### config.mk
export PLATFORM = sky130hd
export DESIGN_NAME = mux_rr_arbiter
export DESIGN_NICKNAME = d
export VERILOG_FILES = /design/src/rtl/mux_arb_pkg.sv /design/src/rtl/rr_pick4.sv /design/src/rtl/mux_rr_arbiter.sv
export SDC_FILE = /design/constraint.sdc
export NUM_CORES = 1
export LEC_CHECK = 0
export ABC_AREA = 1
export CAP_MARGIN = 40
export CORE_UTILIZATION = 59
export DETAILED_ROUTE_END_ITERATION = 6
export DONT_BUFFER_PORTS = 1
export PLACE_DENSITY = 0.83
export RECOVER_POWER = 50
export SETUP_SLACK_MARGIN = 0.4
export SKIP_LAST_GASP = 1
export SLEW_MARGIN = 40
export SYNTH_ARGS = -nofsm -noshare
export SYNTH_HDL_FRONTEND = slang
export SYNTH_SLANG_ARGS = --single-unit
### constraint.sdc
create_clock -name clk -period 2.59 [get_ports clk]
set_input_delay 0.518 -clock clk [delete_from_list [all_inputs] [get_ports clk]]
set_output_delay 0.518 -clock clk [all_outputs]
set_load 0.02 [all_outputs]
### src/rtl/mux_arb_pkg.sv
// Shared definitions for the round-robin mux arbiter.
//   NREQ  : number of requesters
//   SEL_W : width of the requester index
//   arb_state_e : arbiter FSM states
package mux_arb_pkg;
  localparam int unsigned NREQ  = 4;
  localparam int unsigned SEL_W = 2;

  typedef enum logic {
    IDLE  = 1'b0,
    GRANT = 1'b1
  } arb_state_e;
endpackage

### src/rtl/rr_pick4.sv
// Combinational 4-way round-robin priority picker.
//   req : request mask to choose from
//   ptr : highest-priority index; search order ptr, ptr+1, ptr+2, ptr+3 (mod 4)
//   win : one-hot winner (zero when no request)
//   idx : winner index (zero when no request)
//   any : at least one request present
module rr_pick4
  import mux_arb_pkg::*;
(
  input  logic [NREQ-1:0]  req,
  input  logic [SEL_W-1:0] ptr,
  output logic [NREQ-1:0]  win,
  output logic [SEL_W-1:0] idx,
  output logic             any
);

  logic [SEL_W-1:0] cand;

  // First set bit at or after ptr, wrapping modulo NREQ.
  always_comb begin
    idx  = '0;
    any  = 1'b0;
    cand = '0;
    for (int i = 0; i < NREQ; i++) begin
      cand = ptr + SEL_W'(i);
      if (!any && req[cand]) begin
        any = 1'b1;
        idx = cand;
      end
    end
  end

  assign win = any ? (NREQ'(1) << idx) : '0;

endmodule

### src/rtl/mux_rr_arbiter.sv
// Four-requester round-robin arbiter with hold limit and output data mux.
//   clk, rst_n   : clock, asynchronous active-low reset
//   req          : per-requester level requests
//   d0..d3       : requester data words
//   gnt          : registered one-hot grant (zero when idle)
//   sel          : registered index of current/last granted requester
//   out_valid    : granted requester still requesting (combinational)
//   data_out     : selected data word, zero when out_valid is low (combinational)
module mux_rr_arbiter
  import mux_arb_pkg::*;
#(
  parameter int unsigned W        = 8,
  parameter int unsigned MAX_HOLD = 4
) (
  input  logic             clk,
  input  logic             rst_n,
  input  logic [NREQ-1:0]  req,
  input  logic [W-1:0]     d0,
  input  logic [W-1:0]     d1,
  input  logic [W-1:0]     d2,
  input  logic [W-1:0]     d3,
  output logic [NREQ-1:0]  gnt,
  output logic [SEL_W-1:0] sel,
  output logic             out_valid,
  output logic [W-1:0]     data_out
);

  localparam int unsigned CNT_W = 4;
  localparam logic [CNT_W-1:0] HOLD_LAST = CNT_W'(MAX_HOLD - 1);

  arb_state_e       state, state_d;
  logic [NREQ-1:0]  gnt_d;
  logic [SEL_W-1:0] sel_d;
  logic [SEL_W-1:0] ptr, ptr_d;
  logic [CNT_W-1:0] cnt, cnt_d;

  logic [NREQ-1:0]  pick_mask;
  logic [NREQ-1:0]  win_oh;
  logic [SEL_W-1:0] win_idx;
  logic             win_any;
  logic             hold_req;

  assign hold_req = |(gnt & req);

  // While granted, the current holder is excluded from the pick; it only
  // matters when the holder releases (bit already low) or is preempted.
  assign pick_mask = (state == IDLE) ? req : (req & ~gnt);

  rr_pick4 u_pick (
    .req (pick_mask),
    .ptr (ptr),
    .win (win_oh),
    .idx (win_idx),
    .any (win_any)
  );

  // State register
  always_ff @(posedge clk or negedge rst_n) begin
    if (!rst_n) begin
      state <= IDLE;
      gnt   <= '0;
      sel   <= '0;
      ptr   <= '0;
      cnt   <= '0;
    end else begin
      state <= state_d;
      gnt   <= gnt_d;
      sel   <= sel_d;
      ptr   <= ptr_d;
      cnt   <= cnt_d;
    end
  end

  // Next-state logic: new grants take the picker winner and restart the hold count
  always_comb begin
    state_d = state;
    gnt_d   = gnt;
    sel_d   = sel;
    ptr_d   = ptr;
    cnt_d   = cnt;
    case (state)
      IDLE: begin
        if (win_any) begin
          state_d = GRANT;
          gnt_d   = win_oh;
          sel_d   = win_idx;
          ptr_d   = win_idx + SEL_W'(1);
          cnt_d   = '0;
        end
      end
      GRANT: begin
        if (!hold_req || (cnt == HOLD_LAST)) begin
          if (win_any) begin
            gnt_d = win_oh;
            sel_d = win_idx;
            ptr_d = win_idx + SEL_W'(1);
            cnt_d = '0;
          end else if (!hold_req) begin
            state_d = IDLE;
            gnt_d   = '0;
          end else begin
            // Hold limit reached with nobody waiting: keep the grant.
            cnt_d = '0;
          end
        end else begin
          cnt_d = cnt + CNT_W'(1);
        end
      end
      default: begin
        state_d = IDLE;
        gnt_d   = '0;
      end
    endcase
  end

  assign out_valid = hold_req;

  // 4:1 data select on sel, gated by out_valid
  always_comb begin
    data_out = '0;
    if (out_valid) begin
      case (sel)
        2'd0:    data_out = d0;
        2'd1:    data_out = d1;
        2'd2:    data_out = d2;
        default: data_out = d3;
      endcase
    end
  end

endmodule
## Yosys cells after proc, flatten, opt, wreduce, memory -nomap -nowiden

Index checks and enable logic that the tools add are counted.

- $add $sub $neg: 5
- Equal/unequal tests: 7
- Bitwise gates (word level): 4
- Reductions and logical operators: 12
- Shifts and indexed selects: 1
- Multiplexer cells: 40
- Magnitude comparators: 4

Operators by type and width:

| cell | count |
|---|---|
| 2-to-1 mux 4 bit | 9 |
| case mux 8 bit (3 select lines) | 1 |
| 2-to-1 mux 2 bit | 8 |
| case mux 4 bit (2 select lines) | 2 |
| < comparator 2 x 3 -> 1 bit (second input constant) | 4 |
| 2-to-1 mux 1 bit | 12 |
| AND 4 bit | 2 |
| binary-select mux 1 bit (select 2 bit) | 4 |
| 2-to-1 mux 8 bit | 1 |
| case mux 2 bit (2 select lines) | 2 |
| adder 2 x 1 -> 2 bit (second input constant) | 2 |
| adder 2 bit (second input constant) | 2 |
| adder 4 x 1 -> 4 bit (second input constant) | 1 |
| == test 4 x 2 -> 1 bit (second input constant) | 1 |
| zero test 1 bit | 4 |
| != test 2 x 1 -> 1 bit (second input constant) | 2 |
| != test 4 x 3 -> 1 bit (second input constant) | 1 |
| inverter 4 bit | 1 |
| OR reduction 4 bit | 1 |
| left shift 1 x 2 -> 4 bit (first input constant) | 1 |
| logical AND 1 bit | 3 |
| != test 3 x 2 -> 1 bit (second input constant) | 1 |
| AND reduction 3 bit | 1 |
| == test 2 x 1 -> 1 bit (second input constant) | 1 |
| 6 further kinds | 6 |

- Input bits: 38
- Logic and storage cells: 78
- Register bits after elaboration: 13
- Output and inout bits: 15

## Depth between registers and ports, before layout

- Depth in word-level cells: 19
- Gate-level depth with buffers: 14
- Gate-level depth less buffers: 13

## Hierarchy

Synthesis repeated with hierarchy kept, for this count alone.

- Cells, all modules: 207
- Area, all modules: 1350.0 um^2

By module, submodules not included:

| module | cells each | times used | area an instance (um^2) | sequential area each (um^2) |
|---|---|---|---|---|
| mux_rr_arbiter | 133 | 1 | 957.2 | 325.3 |
| rr_pick4 | 74 | 1 | 392.9 | 0.0 |

## Least setup slack after synthesis

Ideal clock, no wire load.

- Path type: reg-to-output
- From: register sel[0]
- To: output port data_out[1]
- Stages on the path, launching flop included: 5
- Buffers on the path: 0
- Data arrival time: 1.463 ns
- Data required time: 2.072 ns
- Setup slack: 0.609 ns
- Cells stage by stage: dfrtp_1 inv_1 nor2_1 nand2_1 a31oi_1

- Longest elaborated chain between the ends: 3
- Elaborated cells on any way between the ends: 5
- Those cells by class: eq/ne (2); mux (2); reduce/logical (1)

RTL lines:

| item | line | text |
|---|---|---|
| start: declaration | mux_rr_arbiter.sv:23 | `output logic [SEL_W-1:0] sel,` |
| start signal: assignment | mux_rr_arbiter.sv:68 | `sel <= sel_d;` |
| == test 2 bit, or another cell as far along | mux_rr_arbiter.sv:122 | `case (sel)` |
| case mux 8 bit (3 select lines) * | mux_rr_arbiter.sv:122 |  |
| 2-to-1 mux 8 bit * | mux_rr_arbiter.sv:121 | `if (out_valid) begin` |
| end: declaration | mux_rr_arbiter.sv:25 | `output logic [W-1:0] data_out` |

Mark *: on every way between the ends. The rest lies on a longest branch, timed or not.

## Final worst setup path

Ends and elaborated chain as after synthesis.

==> summary.md <==
| Metric | Value |
|---|---|
| Post-DR vias/cell | between 5 and 6 |
| Total power | 2.18 mW |
| Port Buffers | 0 |
| Clock skew | 0.00104 ns |
| Slew headroom | 58.4% |
| Top cell type's share of synthesized area | 26.7% |
| Clock power share | 6.0% |
| WL met1 | around 1200 um |
| Worst Hold Class | reg2reg |
| # DRC | 0 |
| RSZ-0062 raised after global routing | yes |
| Max IR drop VDD | 0.926 mV |
| Worst Path Max Fanout | 8 |
| RR Startpoint | gnt[1]$_DFFE_PN0P_ |
| Worst-Skew Late Latency | 0.28 ns |
| Dpl cells | 196 |
| Post-synth ARST share | 100% |
| Final worst slack | between 0.3 and 0.4 ns |
| Synth Warn # | 0 |
| Register Area | 329 um2 |
| Die area | between 0.002 and 0.0025 mm2 |
| Syn Area/Cell | about 7 um2 |
| #FFs+latches synth | 13 |
| Max-slew violations | 0 |
| Worst path max stage delay | just under 0.6 ns |
| Die H | ~47 um |
| Layout Area Growth over Synthesis | 14.5% |
| Top Ports | 53 |
| PwrDens | between 1500 and 2000 mW/mm2 |
| H-tree Lvls | 1 |
| Pin count of the biggest net entering global routing | 14 |
| Internal power | 0.875 mW |
| Routed Wire Length | 3070 um |
| Data required, critical path | 2.07 ns |
| Initial antenna violation count | 0 |
| Cells after Synth | 172 |
| Critical path's slowest cell | dfrtp_1 |
| Total congestion overflow | 0 |
| Core Region | between 0.0015 and 0.002 mm2 |
| Top post-synthesis cells by count | nand2_1 (64), nand3_1 (28), dfrtp_1 (13) |
| Post-synthesis sequential area ratio | between 20% and 30% |
| CP Class | reg2out |
| Largest area contributor in the netlist | dfrtp_1 |
| CTS tree | built |
| Initial Util | a little over three fifths |
| First-pass GRT wire length | 4460 um |
| Final setup vio count | 0 |
| Met2 wire length | 1550 um |
| Fin nets | ~220 |
| Fin Hold WS | 0.517 ns |
| Clk pin slew, worst setup/hold paths | 0.08 ns |
| Clock Tree Buf Depth | 2 |
| Leakage | 0.625 nW |
| Netlist Area Pre-Place | around 0.0012 mm2 |
| Most frequent cell after synthesis | nand2_1 |
| HPWL Detailed | between 2000 and 2500 um |
| Hold path start | cnt[1]$_DFFE_PN0P_ |
| Count of final hold-check violations | 0 |
| Row count | 16 |
| Total CTS buffers | 3 |
| Worst path bufs/invs | 1 |
| Pre-CTS WS | about 0.37 ns |
| Sw Ratio | 59.9% |
| Fin Setup TNS | 0 ns |
| Sw Pwr | 1.31 mW |
| DIE WIDTH | 47.4 um |
| Root Buffer | clkbuf_4 |
| Most used DFF post-synth | dfrtp_1 |
| CP Launch Type | flop |
| Syn nets | 215 |
| Final min period | 2.26 ns |
| Fin cells | slightly above 200 |
| Sink Count | 13 |
| Status | finished, final reports clean |
| Worst-Margin Slew | 0.621 ns |
| First-pass iteration count of the detailed router | 5 |
| DR iter-0 viols | 29 |
| Multi-input combinational cell area | 916 um2 |
| Setup crit start | sel[0]$_DFFE_PN0P_ |
| Unique masters post-synth | 27 |
| Area contributors post-synth | dfrtp_1 (27%), nand2_1 (20%), nand3_1 (12%) |
| Comb pwr share | 72.9% |
| Drt wl/cell | between 15 and 20 um |
| Diodes inserted | 0 |
| Top delay family on crit path | flip-flops |
| Final ANT Viol Nets | 0 |
| Vias in the first global route | ~1100 |
| Top layer used by detailed routing | met4 |
| Critical Path AT | 1.74 ns |
| F_max | 443 MHz |
| GP Congestion | 0.854 |
| Fin crit share | 87.2% |
| Routed length on met3 | 264 um |
| Fill count | ~150 |
| Post-synth EDFFs | 0 |
| Max-Cap Viols | 0 |
| Seq pwr share | 21.1% |
| CP cell instances | inv_1 > nor2_4 > nand2_1 > a31oi_2 |
| Total number of vias | 1214 |
| Layout cell share with drive strength beyond 1 | 27.1% |
| Tot GR Track Use | roughly 29% |
| CP Capture Type | primary output |
cells by family (layout without fill, tap and decap cells):
| family | Yosys count | count (layout) | synth area share (%) |
|---|---|---|---|
| flops | 13 | 13 | 26.7 |
| xor+xnor | 2 | 2 | 1.44 |
| simple gates | 120 | 120 | 49.8 |
| mux | 1 | 1 | 0.823 |
| fa+ha+maj | 5 | 5 | 5.14 |
| compound gates | 18 | 18 | 9.26 |
| buf+inv | 13 | 18 | 6.79 |
path summary, 6_finish.rpt:
kind	endpoint	slack, ns	depth (start not counted)
max in group asynchronous	state$_DFF_PN0_	1.47	1
max reg2reg	gnt[1]$_DFFE_PN0P_	0.53	10
min	cnt[1]$_DFFE_PN0P_	0.52	2
min reg2reg	cnt[1]$_DFFE_PN0P_	0.52	2
max	data_out[1]	0.33	4
min in group asynchronous	ptr[0]$_DFFE_PN0P_	0.69	1
power groups by stage:
| stage | clock [mW] | combinational [mW] | sequential (mW) |
|---|---|---|---|
| finish | 0.130 | 1.59 | 0.461 |
| CTS | 0.135 | 1.49 | 0.470 |
| global placement | 0 | 1.34 | 0.456 |
| global route | 0.145 | 1.77 | 0.475 |
| floorplan | 0 | 1.26 | 0.400 |
| detailed placement | 0 | 1.39 | 0.462 |
sequential cells by signal, summed over array words and instances, names as in the netlist:
| name | count |
|---|---|
| cnt | 4 |
| gnt | 4 |
| ptr | 2 |
| sel | 2 |
| state | 1 |
per-stage QoR:
stage | instance area [um2] | utilization (%)
after global routing | 1390 | 71.7
after detailed placement | 1220 | 62.8
final | 1390 | 71.7
after global placement | 1220 | 62.8
after floorplan | 1220 | -
after CTS | 1340 | 68.8
final cells by class:
type / count / share of cell area (%)
Tap cell: 27 / 2.43
Inverter: 9 / 3.41
Timing Repair Buffer: 5 / 2.88
Sequential cell: 13 / 23.6
Multi-Input combinational cell: 146 / 65.8
Clock buffer: 4 / 1.89
per-layer routing:
| layer | global-route usage, % | up-vias |
|---|---|---|
| li1 | - | 599 |
| met1 | 35.5 | 550 |
| met2 | 47.4 | 63 |
| met3 | 8.46 | 2 |
| met4 | 10.3 | 0 |
| met5 | 0 | - |
worst register-to-register path, cell delays in order, from the launching register on:
cell     delay (ns)
dfrtp_1        0.53
nand2_1        0.12
nand2_1        0.12
nor2_4         0.06
buf_4          0.17
a21oi_1        0.26
nand2_1        0.15
nand2_2        0.23
nand2_1        0.15
nand3_1        0.10
nand2_1        0.06
cell usage in the layout (no fill, tap or decap), drive strengths merged:
| cell type | synthesis | final |
|---|---|---|
| a21oi | 2 | 2 |
| a221oi | 1 | 1 |
| a31oi | 3 | 3 |
| a41oi | 4 | 4 |
| buf | 4 | 4 |
| clkbuf | 0 | 4 |
| clkinvlp | 0 | 1 |
| dfrtp | 13 | 13 |
| dlygate4sd3 | 0 | 1 |
| ha | 5 | 5 |
| inv | 9 | 8 |
| mux2i | 1 | 1 |
| nand2 | 74 | 74 |
| nand3 | 37 | 37 |
| nand3b | 1 | 1 |
| nand4 | 2 | 2 |
| nor2 | 6 | 6 |
| o21ai | 8 | 8 |
| xor2 | 2 | 2 |
repair_timing:
item,in CTS,in global routing
hold buffers,1,0
resized for setup,18,8
endpoints found under the setup margin,8,9
hold endpoints to repair,13,0
setup buffers,1,2
pin swaps,1,0
Power figures use the tool's default switching activity.
